### src/rtl/return_address_stack.sv
// Return address stack for fetch-stage return prediction. It can roll back speculative push/pop
// state from checkpoints. The checkpoint FIFO and rollback exist only when RAS_SNAPSHOT_EN is defined.
module return_address_stack #(
   parameter int RAS_DEPTH      = 8,
   parameter int SNAPSHOT_DEPTH = 8
) (
   input  logic        clk,
   input  logic        rst,
   input  logic        push,
   input  logic        pop,
   input  logic [31:0] new_addr,
   output logic [31:0] addr,
   output logic        valid,
   input  logic        branch_fetched,
   input  logic        branch_retired,
   input  logic        early_branch_flush,
   output logic        snapshot_overflow
);

   localparam int IW = $clog2(RAS_DEPTH);
   localparam int CW = $clog2(RAS_DEPTH + 1);
   localparam logic [CW-1:0] COUNT_MAX = CW'(RAS_DEPTH);

   logic [31:0]   stack [RAS_DEPTH];
   logic [IW-1:0] read_index, next_index, write_index, restore_index;
   logic [CW-1:0] count, next_count, restore_count;
   logic          write_en, flush_take, restore_valid;

   // Post-update pointer state. It is also the value a same-cycle checkpoint captures.
   always_comb begin
      next_index  = read_index;
      next_count  = count;
      write_en    = 1'b0;
      write_index = read_index;
      if (push && pop && count != '0) begin
         write_en = 1'b1;
      end else if (push) begin
         write_en    = 1'b1;
         write_index = read_index + IW'(1);
         next_index  = read_index + IW'(1);
         if (count != COUNT_MAX)
            next_count = count + CW'(1);
      end else if (pop && count != '0) begin
         next_index = read_index - IW'(1);
         next_count = count - CW'(1);
      end
   end

   always_ff @(posedge clk) begin
      if (write_en && !flush_take)
         stack[write_index] <= new_addr;
   end

   always_ff @(posedge clk or negedge rst) begin
      if (!rst) begin
         read_index <= '0;
         count      <= '0;
      end else if (flush_take) begin
         if (restore_valid) begin
            read_index <= restore_index;
            count      <= restore_count;
         end
      end else begin
         read_index <= next_index;
         count      <= next_count;
      end
   end

   assign addr  = (count != '0) ? stack[read_index] : 32'h0;
   assign valid = (count != '0);

`ifdef RAS_SNAPSHOT_EN
   localparam int SW = $clog2(SNAPSHOT_DEPTH);
   localparam int OW = $clog2(SNAPSHOT_DEPTH + 1);
   localparam logic [OW-1:0] SNAP_FULL = OW'(SNAPSHOT_DEPTH);

   logic [IW-1:0] snap_index [SNAPSHOT_DEPTH];
   logic [CW-1:0] snap_count [SNAPSHOT_DEPTH];
   logic [SW-1:0] head, tail;
   logic [OW-1:0] occupancy;
   logic          retire_take, fifo_full, overflow_q;

   assign flush_take    = early_branch_flush;
   assign restore_valid = (occupancy != '0);
   assign restore_index = snap_index[head];
   assign restore_count = snap_count[head];
   assign retire_take   = branch_retired && (occupancy != '0);
   assign fifo_full     = (occupancy == SNAP_FULL);

   always_ff @(posedge clk) begin
      if (branch_fetched && !early_branch_flush) begin
         snap_index[tail] <= next_index;
         snap_count[tail] <= next_count;
      end
   end

   // When the FIFO is full and nothing retires, head == tail.
   // The new checkpoint therefore lands on the oldest slot, and advancing head drops that slot.
   always_ff @(posedge clk or negedge rst) begin
      if (!rst) begin
         head       <= '0;
         tail       <= '0;
         occupancy  <= '0;
         overflow_q <= 1'b0;
      end else if (early_branch_flush) begin
         head      <= '0;
         tail      <= '0;
         occupancy <= '0;
      end else begin
         if (branch_fetched)
            tail <= tail + SW'(1);
         if (retire_take || (branch_fetched && fifo_full))
            head <= head + SW'(1);
         if (branch_fetched && fifo_full && !retire_take)
            overflow_q <= 1'b1;
         if (branch_fetched && !retire_take && !fifo_full)
            occupancy <= occupancy + OW'(1);
         else if (!branch_fetched && retire_take)
            occupancy <= occupancy - OW'(1);
      end
   end

   assign snapshot_overflow = overflow_q;
`else
   logic unused_snapshot_inputs;

   assign flush_take             = 1'b0;
   assign restore_valid          = 1'b0;
   assign restore_index          = '0;
   assign restore_count          = '0;
   assign snapshot_overflow      = 1'b0;
   assign unused_snapshot_inputs = ^{branch_fetched, branch_retired, early_branch_flush};
`endif

endmodule

### config.mk
export PLATFORM = sky130hd
export DESIGN_NAME = return_address_stack
export DESIGN_NICKNAME = d
export VERILOG_FILES = /design/src/rtl/return_address_stack.sv
export SDC_FILE = /design/constraint.sdc
export NUM_CORES = 1
export LEC_CHECK = 0
export ABC_CLOCK_PERIOD_IN_PS = 4410
export BUFFER_PORTS_ARGS = -buffer_cell sky130_fd_sc_hd__buf_4
export CAP_MARGIN = 20
export CORE_MARGIN = 2
export CORE_UTILIZATION = 40
export CTS_CLUSTER_SIZE = 20
export DETAILED_ROUTE_END_ITERATION = 10
export HOLD_SLACK_MARGIN = 0.05
export PLACE_DENSITY = 0.61
export REMOVE_ABC_BUFFERS = 1
export SYNTH_ARGS = -nofsm -noshare
export SYNTH_HDL_FRONTEND = slang
export SYNTH_SLANG_ARGS = --single-unit
### constraint.sdc
create_clock -name clk -period 4.41 [get_ports clk]
set_input_delay 0.6615 -clock clk [delete_from_list [all_inputs] [get_ports clk]]
set_output_delay 0.6615 -clock clk [all_outputs]
set_load 0.02 [all_outputs]
==> results list, run 1 <==
- Counting every instance in the synthesized netlist gives 489.
- Placeable core area: 0.0253 mm^2
* Inserted Clock Buffers: 27
* Main combinational cell family by area after synthesis: multiplexers
* P&R area growth vs syn: 18.4%
- The die covers 0.0273 mm^2.
- Total power density per cell area: 728 mW/mm^2
- Cell area after layout: 0.0123 mm^2
- Total half-perimeter wirelength after legalization and detailed placement: 11100 um
- Max stage delay on crit path: 710 ps
- Ys async rst share: 2.66%
- Most used DFF post-synth: sky130_fd_sc_hd__edfxtp_1
- Buffers inserted during post-CTS setup optimization: 0
- Detailed Route WL: 20400 um
* Number of standard-cell rows in the floorplan: 58
* Max rail drop VDD: 0.000432 V
- The first routing iteration left 357 violations.
- The worst path in the final design needs a cycle of 3420 ps, including I/O delays and setup.
- Static timing analysis puts the maximum clock frequency at 293 MHz.
- For this run, the register share of the synthesized area comes to 75.7%.
* Critical path destination: addr[19]
- The first global-routing pass estimated 31000 um of wire.
* Data required time of the critical path: 3750 ps
* Post-synth EDFFs: 256
- Actual slew at the worst max-slew pin: 816 ps
- Entering global routing, the biggest net connects 53 pins.
- The worst setup path is of the reg2out kind.
- The worst hold path belongs to the class in2reg.
* R2R cell count: 7
- Finished Core Util: 48.5%
* Source-to-sink clock delay at the later pin of the worst-skew pair: 540 ps
- Total via count in the routed design: 4845
- In this run the tool buffered the top-level ports with 68 buffer cells.
- The worst setup path is captured at a primary output.
- Setup repair after global routing left no endpoint under its margin.
* Post-Synthesis Mean Instance Area: 21.2 um^2
- Category of the worst setup path launch point: register
- After routing, the total negative slack on setup checks comes to 0 ps.
* Crit path cell chain: buf_4 > mux4_2 > mux2i_1 > nor2_1 > buf_4
* Max-slew headroom at the worst pin: 45.6%
- TritonCTS built the clock tree.
* Most frequent cell on the critical path: sky130_fd_sc_hd__buf_4
* Antenna diode count: 0
- After Yosys synthesis, full adders, half adders and majority gates account for 0.915% of the synthesized area.
- The congestion estimate from routability-driven global placement came to 0.714.
- Status: finished, final reports clean
- The final number of max-transition violations was 0.
- After detailed routing, the average wire length per cell comes to 22.1 um.
* Crit path arrival time: 2750 ps
- Clock root buffer: sky130_fd_sc_hd__clkbuf_16
- Total standard cell area after synthesis: 0.0104 mm^2
- The number of antenna violations at the first check in global routing came to 0.
- The floorplan step set the die width to 165 um.
- The worst register-to-register path begins at read_index[0].
- Simple-gate share of the synthesized area: 2.72%
* Gr ovfl total: 0
- Summing all placed instances gives a cell area of 0.0113 mm^2.
* Final count of negative-setup-slack endpoints: 0
- Initial Util: 41.0%
- The clock passes through at most 3 buffers.
* Share of layout cells above drive strength 1: 34.5%
- The clock net in this run drives a total of 263 sinks.
- Number of global-route vias before repair: 5219
* Worst clock skew: 16.4 ps
* Height of the die: 165 um
- The critical path starts at read_index[1].
* Number of distinct standard cells referenced by the synthesized netlist: 35
* Maximum capacitance violations: 0
- After layout, the worst path uses 77.5% of the clock period.
- The Yosys step of the flow raised 0 warnings.
- Cell leakage power: 0.00414 uW
- Ratio of routed vias to standard cells: 5.26
- The worst register-to-register path has a setup slack of 1420 ps.
- Of all nets on the critical path, the largest fanout is 52.
* End of the worst register-to-register path: stack[7][19]
- Summing the areas of all compound-gate instances in the mapped netlist gives 1.19% of the synthesized area.
- The portion of synthesized area spent on multiplexers is 17.3%.
- Number of hold-slack violations in the final timing report: 0
- Worst-path cell with the longest stage delay: sky130_fd_sc_hd__buf_4
- Summing the areas of all xor and xnor instances in the mapped netlist gives 0.506% of the synthesized area.
- In the final design database the tool counted 618 nets.
- Clk slew on worst S/H paths: 60 ps
- Drt first pass iters: 4
- In this run the number of H-tree levels came out at 1.
* GRT Resource Usage Total: 15.4%
- Post-route antenna net violation count: 0
* Yosys reg bits: 263
- In this run the count of I/O pins placed on the die edge is 73.
- DRC violation count after routing: 0
worst max-delay path, delay by kind of cell, from the launching register on:
| kind | cells | cell delay, ps |
|---|---|---|
| buffers and inverters | 2 | 920 |
| flip-flops | 1 | 590 |
| multiplexers | 2 | 410 |
| AND/OR/NAND/NOR | 1 | 280 |
placed cells by master (no fill, tap or decap), types with 4 or more instances in the layout:
cell                          n
sky130_fd_sc_hd__ha_1         6
sky130_fd_sc_hd__mux4_2      64
sky130_fd_sc_hd__o21ai_0      6
sky130_fd_sc_hd__clkinv_2     8
sky130_fd_sc_hd__nor2_1      33
sky130_fd_sc_hd__clkbuf_16   27
sky130_fd_sc_hd__nor2_4       8
sky130_fd_sc_hd__inv_1        6
sky130_fd_sc_hd__nand2_1      5
sky130_fd_sc_hd__edfxtp_1   256
sky130_fd_sc_hd__mux2i_1     36
sky130_fd_sc_hd__xnor2_1      5
sky130_fd_sc_hd__buf_4       79
sky130_fd_sc_hd__nor3_1       5
sky130_fd_sc_hd__dfrtp_1      4
sky130_fd_sc_hd__bufinv_16    5
cell families (layout without fill, tap and decap cells):
| group | count (synthesis) | in the layout |
|---|---|---|
| DFF | 263 | 263 |
| muxes | 100 | 100 |
| and+or+nand+nor | 63 | 63 |
| buffers and inverters | 33 | 135 |
| AOI/OAI and AO/OA | 16 | 16 |
| adders and majority gates | 7 | 7 |
| xor gates and xnor gates | 6 | 6 |
| other | 1 | 1 |
sequential cells by signal, indices dropped and copies added (netlist names):
name / flops
count: 4
stack: 256
read_index: 3
synthesized netlist by cell type (2+ instances only):
library cell | instances | area, um^2
sky130_fd_sc_hd__ha_1 | 6 | 75.1
sky130_fd_sc_hd__edfxtp_1 | 256 | 7690
sky130_fd_sc_hd__a21oi_1 | 2 | 10.0
sky130_fd_sc_hd__o21ai_0 | 6 | 30.0
sky130_fd_sc_hd__buf_6 | 2 | 22.5
sky130_fd_sc_hd__o211ai_1 | 2 | 15.0
sky130_fd_sc_hd__mux2i_1 | 36 | 360
sky130_fd_sc_hd__buf_2 | 9 | 45.0
sky130_fd_sc_hd__inv_1 | 6 | 22.5
sky130_fd_sc_hd__nand2b_1 | 2 | 12.5
sky130_fd_sc_hd__nor3_1 | 5 | 25.0
sky130_fd_sc_hd__clkbuf_1 | 9 | 33.8
sky130_fd_sc_hd__buf_4 | 4 | 30.0
sky130_fd_sc_hd__xnor2_1 | 5 | 43.8
sky130_fd_sc_hd__nand3_1 | 3 | 15.0
sky130_fd_sc_hd__a31oi_1 | 2 | 12.5
sky130_fd_sc_hd__mux4_2 | 64 | 1440
sky130_fd_sc_hd__dfrtp_1 | 7 | 175
sky130_fd_sc_hd__buf_1 | 3 | 11.3
sky130_fd_sc_hd__nand2_1 | 5 | 18.8
sky130_fd_sc_hd__nor2_1 | 41 | 154
stage by stage:
stage / cells / hold WS (ps) / setup WS, ps / total power (uW)
after global placement: 872 / 478 / 1370 / 6680
after detailed placement: 872 / 478 / 1270 / 6750
after CTS: 921 / 327 / 962 / 9100
after global routing: 921 / 335 / 869 / 9420
final: 921 / 355 / 994 / 8960
after floorplan: 462 / 366 / -1260 / 5570
timing repair:
item	CTS	global route
resized for setup	0	0
hold endpoints to repair	7	0
hold buffers	1	0
worst min-delay path by stage:
| stage | start | end | cells past startpoint |
|---|---|---|---|
| finish | new_addr[20] | stack[5][20] | 1 |
| CTS | new_addr[27] | stack[6][27] | 1 |
| detailed placement | rst | count[3] | 1 |
| global route | new_addr[18] | stack[3][18] | 1 |
| global placement | rst | count[3] | 1 |
| floorplan | rst | count[0] | 0 |
power breakdown:
part           internal (uW)  switching (uW)
Combinational           1350            1690
Clock                   1430             922
Sequential              3280             279
layer usage:
| metal | global-route usage, % | vias to the layer above | part of all wire [%] |
|---|---|---|---|
| met5 | 0 | - | 0 |
| met4 | 3.32 | 0 | 1.5 |
| met3 | 2.75 | 24 | 4.6 |
| met2 | 27.3 | 99 | 52 |
| met1 | 19.9 | 2557 | 42 |
| li1 | - | 2165 | - |
cell type report:
| class | count | area, um^2 |
|---|---|---|
| inverters | 6 | 22.5 |
| repair buffers | 81 | 623 |
| fillers | 2060 | 13000 |
| flip-flops and latches | 263 | 7870 |
| clock inverters | 19 | 253 |
| clock buffers | 29 | 683 |
| multi-input cells | 193 | 2430 |
| well taps | 330 | 413 |
(Power assumes the default switching activity.)
==> run 2, diff against run 1 <==
Settings changed: ABC_AREA from default to 1, ABC_CLOCK_PERIOD_IN_PS 4410 to 3400.
Clock period 4.41 ns to 3.4 ns, I/O delays scaled along.
==> run 2 against run 1 <==
Worst hold slack lost 130 ps. Sequential power increased by 19%. First-iteration DRC count grew 46%. Count of clock-buffer cells in the layout up 2. Clock power up 12%. Flip-flop and latch count did not move. Register-to-register slack got worse by 490 ps. Area after synthesis up 5.1%. Sequential share of layout area is 1.7 points lower. Final area up 2.7%. Routed wire length is 17% higher.
==> results list, run 2 <==
* DRC violation count after routing: 0
- In the synthesized netlist, the number of instances is 957.
- Cell area after layout: 0.0126 mm^2
- The top cell types in the final layout, fill and taps aside, are 323 x sky130_fd_sc_hd__nor2_1, 256 x sky130_fd_sc_hd__edfxtp_1, 99 x sky130_fd_sc_hd__nand2_1, 91 x sky130_fd_sc_hd__buf_4, 85 x sky130_fd_sc_hd__o21ai_1.
- Reg-to-Reg Start: read_index[1]
- End of the worst register-to-register path: stack[4][1]
* Largest Register: stack
* Total power density per cell area: 911 mW/mm^2
- The most used flip-flop cell after synthesis is sky130_fd_sc_hd__edfxtp_1.
- The critical path is of the reg2out type.
- In this run the register-to-register setup slack is 930 ps.
- VDD sags by at most 0.000478 V.
- Post-Synthesis Mean Instance Area: 11.4 um^2
* Count of port buffers added during placement: 68
- Most area-consuming cells after synthesis: sky130_fd_sc_hd__edfxtp_1 70%, sky130_fd_sc_hd__nor2_1 11%, sky130_fd_sc_hd__o21ai_1 3.9%, sky130_fd_sc_hd__nand2_1 3.4%, sky130_fd_sc_hd__nand3_1 2.2%
* Inserted Clock Buffers: 26
* Post-synth EDFFs: 256
- At the end of routability-driven placement, the weighted congestion stood at 0.749.
- Critical path startpoint: read_index[1]
- Fraction of post-synthesis cell area in the top cell type by area: 70.4%
* Clock tree from TritonCTS: built
- Detailed-route wire length per cell: 17.2 um
- First-pass GRT wire length: 37000 um
* Actual slew at the worst max-slew pin: 669 ps
* Count leader, synth: sky130_fd_sc_hd__nor2_1
* Clock root buffer: sky130_fd_sc_hd__clkbuf_16
- Critical path destination: addr[12]
* Source-to-sink clock delay at the later pin of the worst-skew pair: 520 ps
- Summing over every cut layer, the via total after detailed routing is 6951.
- Gr ovfl total: 0
* Placeable core area: 0.0269 mm^2
- On the final layout, the worst clock skew is 12.1 ps.
- The floorplan step set the die width to 169 um.
- Ratio of routed vias to standard cells: 5.03
- For the worst setup path, the data required time is 2890 ps.
- The synthesized design spends more area on one cell type than any other, namely sky130_fd_sc_hd__edfxtp_1.
- Drt first pass iters: 5
* Final Total Pwr: 11500 uW
- Number of standard-cell rows in the floorplan: 60
- Most frequent standard cell in the layout excluding fill and tap cells: sky130_fd_sc_hd__nor2_1
- Clock Path Buffers: 3
- Once detail routing completed, the nets flagged for antenna violations numbered 0.
- Setup violations remaining at the end of the flow were counted as 0.
- 73 I/O pins were placed.
* Total number of H-tree levels: 1
- Min-Delay Path Depth: 1
- The largest registers in the layout are stack (256), count (4), read_index (3).
- Buffers inserted during post-CTS setup optimization: 0
* Final Slew Violations: 0
* Crit path arrival time: 2440 ps
* Clk slew on worst S/H paths: 60 ps
- Initial Util: 40.6%
* Maximum capacitance violations: 0
* R2R cell count: 7
- Peak fanout along the critical path: 49
- Share of synthesized area occupied by flip-flops and latches: 72.0%
* Max-slew headroom at the worst pin: 55.4%
* Setup repair after global routing missed its margin: false
* Number of nets at the end of the flow: 1070
- The hold violation total from the final report came to 0.
* Hold Crit Class: in2reg
* Cell leakage power: 0.00466 uW
* Critical path endpoint category: primary output
- Die area: 0.0286 mm^2
- Largest net degree at the start of global routing: 98
- Timing-limited maximum frequency: 339 MHz
- The routed design could run at a clock period as short as 2950 ps.
- In the final layout, the share of cells above drive strength 1 is 14.0%.
- The worst setup path is launched from a register.
- Measured on the finished design, the core utilization comes to 47.0%.
- Total half-perimeter wirelength after legalization and detailed placement: 12800 um
* Number of distinct standard cells referenced by the synthesized netlist: 23
* Number of flip-flops in the largest register: 256
- Across every metal layer, demand over resource in global routing totals 16.7%.
- Number of synthesis warnings: 0
* Antenna diode count: 0
- Ys async rst share: 2.66%
* Total standard cell area after synthesis: 0.0109 mm^2
- The run finished with clean final reports.
- After detailed placement, the total cell area comes to 0.0118 mm^2.
* Crit share post-route: 86.8%
- Number of global-route vias before repair: 6740
* Commonest cells in the netlist: 331 x sky130_fd_sc_hd__nor2_1, 256 x sky130_fd_sc_hd__edfxtp_1, 100 x sky130_fd_sc_hd__nand2_1
- Initial detailed-routing violation count: 523
- Yosys reg bits: 263
- P&R area growth vs syn: 15.7%
* # clock sinks: 263
* Detailed Route WL: 23700 um
* Height of the die: 169 um
* Initial antenna violation count: 0
run 2: worst max-delay path, stage by stage, from the launching register on:
cell and delay [ps]:
sky130_fd_sc_hd__dfrtp_2 660, sky130_fd_sc_hd__buf_4 630, sky130_fd_sc_hd__nor2_1 100, sky130_fd_sc_hd__o21ai_1 90, sky130_fd_sc_hd__nand2_1 70, sky130_fd_sc_hd__nor2_1 110, sky130_fd_sc_hd__nor2_1 70, sky130_fd_sc_hd__buf_4 150
run 2: kinds of logic (layout without fill, tap and decap cells):
kind of cell / count (synthesis) / after routing / share of synthesized area (%)
other: 1 / 1 / 0.0344
buffers and inverters: 66 / 151 / 3.42
adder cells (fa/ha/maj): 7 / 7 / 0.871
AND/OR/NAND/NOR: 482 / 482 / 17.2
XOR/XNOR: 2 / 2 / 0.161
AO/OA/AOI/OAI: 136 / 136 / 6.24
flip-flops: 263 / 263 / 72.0
run 2: how the worst min path moves through the flow:
stage,end,from
3_3_place_gp,count[3],rst
3_5_place_dp,count[3],rst
6_report,stack[0][3],new_addr[3]
5_1_grt,stack[1][27],new_addr[27]
2_1_floorplan,count[0],rst
4_1_cts,stack[0][3],new_addr[3]
run 2: where the power goes:
part / leakage [uW] / total, uW / internal, uW / switching, uW
Combinational: 0.00186 / 4630 / 1560 / 3070
Sequential: 0.00240 / 4250 / 4060 / 189
Clock: 0.000393 / 2630 / 1520 / 1120
run 2: metal layers:
| layer | part of all wire, % | track usage (%) | vias to the layer above |
|---|---|---|---|
| met2 | 48 | 28.6 | 162 |
| met4 | 1.3 | 3.64 | 0 |
| li1 | - | - | 3420 |
| met1 | 45 | 22.6 | 3338 |
| met3 | 4.8 | 2.40 | 31 |
| met5 | 0 | 0 | - |
run 2: timing repair:
item | 4_1_cts | 5_1_grt
hold buffers | 1 | 0
resized for setup | 0 | 0
setup endpoints to repair | 0 | 0
hold endpoints to repair | 7 | 0
run 2: layout make-up:
type | instances | area [um^2]
clock buffers | 31 | 691
fillers | 2403 | 14200
flip-flops and latches | 263 | 7870
repair buffers | 96 | 773
clock inverters | 15 | 96.3
inverters | 9 | 35.0
multi-input cells | 628 | 2740
well taps | 341 | 427
run 2: through the flow:
step | setup slack [ps] | hold WS, ps | std cells | TNS [ps]
after floorplan | -3090 | 214 | 900 | -833590
after global placement | 829 | 332 | 1336 | 0
after detailed placement | 805 | 331 | 1336 | 0
after CTS | 395 | 204 | 1383 | 0
after global routing | 275 | 205 | 1383 | 0
final | 448 | 221 | 1383 | 0
==> run 3, diff against run 2 <==
Settings changed: BUFFER_PORTS_ARGS -buffer_cell sky130_fd_sc_hd__buf_4 to -buffer_cell sky130_fd_sc_hd__buf_2, GPL_ROUTABILITY_DRIVEN from default to 0.
==> run 3 against run 2 <==
Largest cell class unchanged. Register-to-register slack lost 120 ps. Final cell count grew 0.14%. Die area unchanged. First-iteration DRC count is 5.0% lower. Sequential share of layout area up 1.1 points. Highest routed layer is now met5. Count of clock-buffer cells in the layout increased by 4.
==> results list, run 3 (synthesis results as in run 2) <==
- In this run the tool buffered the top-level ports with 68 buffer cells.
- Max rail drop VDD: 0.000513 V
- For the pin with the worst max-slew slack, the measured transition is 629 ps.
- Data required time of the critical path: 2890 ps
* Reg-to-Reg Start: read_index[1]
- Once placement finished, the instance area stood at 0.0116 mm^2.
- Buffers inserted during post-CTS setup optimization: 0
* Most frequent cell on the critical path: sky130_fd_sc_hd__nor2_1
- In this run the tightest slew margin relative to its limit is 58.1%.
- Crit path arrival time: 2590 ps
- Detailed routing inserted a total of 6989 vias.
- Clock Path Buffers: 3
* GRT Resource Usage Total: 16.5%
- DRC violation count after routing: 0
- Die boundary width: 169 um
- Drt first pass iters: 5
- Placeable core area: 0.0269 mm^2
- Summed over all cells, the static leakage comes to 0.00457 uW.
- Number of nets at the end of the flow: 1071
- Clock latency on the worst-skew pair, taken at its later pin, is 530 ps.
- # clock sinks: 263
* Clk slew on worst S/H paths: 60 ps
- Initial antenna violation count: 2
* Detailed-route wire length per cell: 17.0 um
- Ratio of routed vias to standard cells: 5.05
* Number of fill cells: 2436
- In this run the vertical extent of the chip is 169 um.
- Compared with the post-synthesis result, the final layout area differs by 13.7%.
- The hold violation total from the final report is 0.
- Worst min-delay path startpoint: new_addr[27]
* Total half-perimeter wirelength after legalization and detailed placement: 13000 um
- Critical path endpoint category: primary output
* Max stage delay on crit path: 640 ps
- Worst-path cell with the longest stage delay: sky130_fd_sc_hd__dfrtp_4
- During I/O placement, the number of pins put on the boundary was 73.
* Final total negative setup slack: 0 ps
- After global routing the overflow that remains totals 0.
* Critical path startpoint: read_index[0]
- Summing all multi-input logic gate instances after layout gives 0.00274 mm^2.
- STA classifies the critical path startpoint as a register.
- The number of clock buffers added by TritonCTS is 27.
- Number of standard-cell rows in the floorplan: 60
- Total power for the finished layout comes to 11200 uW.
* Clock root buffer: sky130_fd_sc_hd__clkbuf_16
- Setup repair after global routing missed its margin: false
* Maximum capacitance violations: 0
- The finished layout holds 1385 standard cells, fillers aside.
* Number of global-route vias before repair: 6750
- The signal on the critical path passes through clkinv_2 > buf_6 > o21ai_0 > nand2_1 > nor2_1 > nor2_1 > buf_2.
- The die covers 0.0286 mm^2.
- The first routing iteration left 497 violations.
- Most frequent cells in the layout: 323 x sky130_fd_sc_hd__nor2_1, 256 x sky130_fd_sc_hd__edfxtp_1, 99 x sky130_fd_sc_hd__nand2_1, 85 x sky130_fd_sc_hd__o21ai_1, 68 x sky130_fd_sc_hd__buf_2
- Post-layout worst setup margin: 300 ps
* Largest net degree at the start of global routing: 85
* Cell area after layout: 0.0124 mm^2
* Share of layout cells above drive strength 1: 13.8%
- Derived from the worst setup path, the maximum achievable clock frequency is 323 MHz.
- More flip-flops sit in one register than any other, and that register is stack.
- The library cell used most frequently in the layout, excluding fill and tap cells, is sky130_fd_sc_hd__nor2_1.
- Largest regs: stack (256), count (4), read_index (3)
- After layout, the worst path uses 91.2% of the clock period.
* Initial Util: 40.6%
- Setup violations remaining at the end of the flow were counted as 0.
- The critical path in this run is classified as reg2out.
* Detailed Route WL: 23600 um
* Clock tree from TritonCTS: built
* Post-route antenna net violation count: 0
- The first global-routing pass estimated 37000 um of wire.
- Registers take 0.00787 mm^2.
* Worst clock skew: 15.1 ps
- Number of placed instances, taps included: 1336
* Number of flip-flops in the largest register: 256
- The run finished with clean final reports.
- For this design the ratio of total power to cell area is 899 mW/mm^2.
* Hold Crit Class: in2reg
* Worst slack, placed: 621 ps
- Shortest clock period the worst path allows after layout: 3100 ps
* Peak fanout along the critical path: 84
- Total number of H-tree levels: 1
- Final Slew Violations: 0
## run 3: changes by cell type in the layout (fill, tap and decap cells not counted)
cell	before	now
sky130_fd_sc_hd__clkinv_2	8	6
sky130_fd_sc_hd__bufinv_16	1	0
sky130_fd_sc_hd__buf_6	0	2
sky130_fd_sc_hd__buf_12	4	1
sky130_fd_sc_hd__diode_2	0	1
sky130_fd_sc_hd__buf_2	0	68
sky130_fd_sc_hd__buf_4	91	24
sky130_fd_sc_hd__clkinvlp_4	0	1
sky130_fd_sc_hd__clkinv_1	6	5
sky130_fd_sc_hd__clkbuf_1	4	8
## run 3: power breakdown
part | switching [uW] | internal (uW) | leakage [uW]
Combinational | 2990 | 1310 | 0.00179
Clock | 1130 | 1450 | 0.000374
Sequential | 225 | 4060 | 0.00240
## run 3: layer usage
metal	GRT usage, %	vias to the layer above	share of wire (%)
met3	2.45	28	5.5
li1	-	3426	-
met5	0	-	0.055
met1	22.7	3351	45
met4	3.90	2	1.5
met2	28.0	182	48
## run 3: area by class of cell
type,instances,area share (%)
inverter,9,0.282
antenna,1,0.0202
timing repair buffer,96,4.62
tap,341,3.44
clock inverter,12,0.484
clock buffer,35,5.69
sequential,263,63.4
multi-input combinational,628,22.1
## run 3: what timing repair did
item,in CTS,in global routing
hold buffers,1,0
hold endpoints to repair,7,0
setup endpoints to repair,0,7
gates resized for setup,0,2
## run 3: path summary, 6_finish.rpt
kind	end	slack, ps	cells after the start
max	addr[22]	300	7
min	stack[6][27]	250	1
max reg2reg	stack[6][8]	810	8
min reg2reg	count[2]	580	2
max in group asynchronous	read_index[0]	2830	2
min in group asynchronous	count[3]	390	2
## run 3: critical path, delay by kind of cell, from the launching register on
family	cells	cell delay [ps]
DFF	1	640
and+or+nand+nor	3	350
AOI/OAI and AO/OA	1	210
buffers and inverters	3	810
## run 3: through the flow
stage / hold WS (ps) / utilization (%)
after floorplan: 214 / -
after global placement: 358 / 43.3
after global routing: 233 / 46.2
after detailed placement: 364 / 43.3
after CTS: 230 / 46.1
final: 246 / 46.2
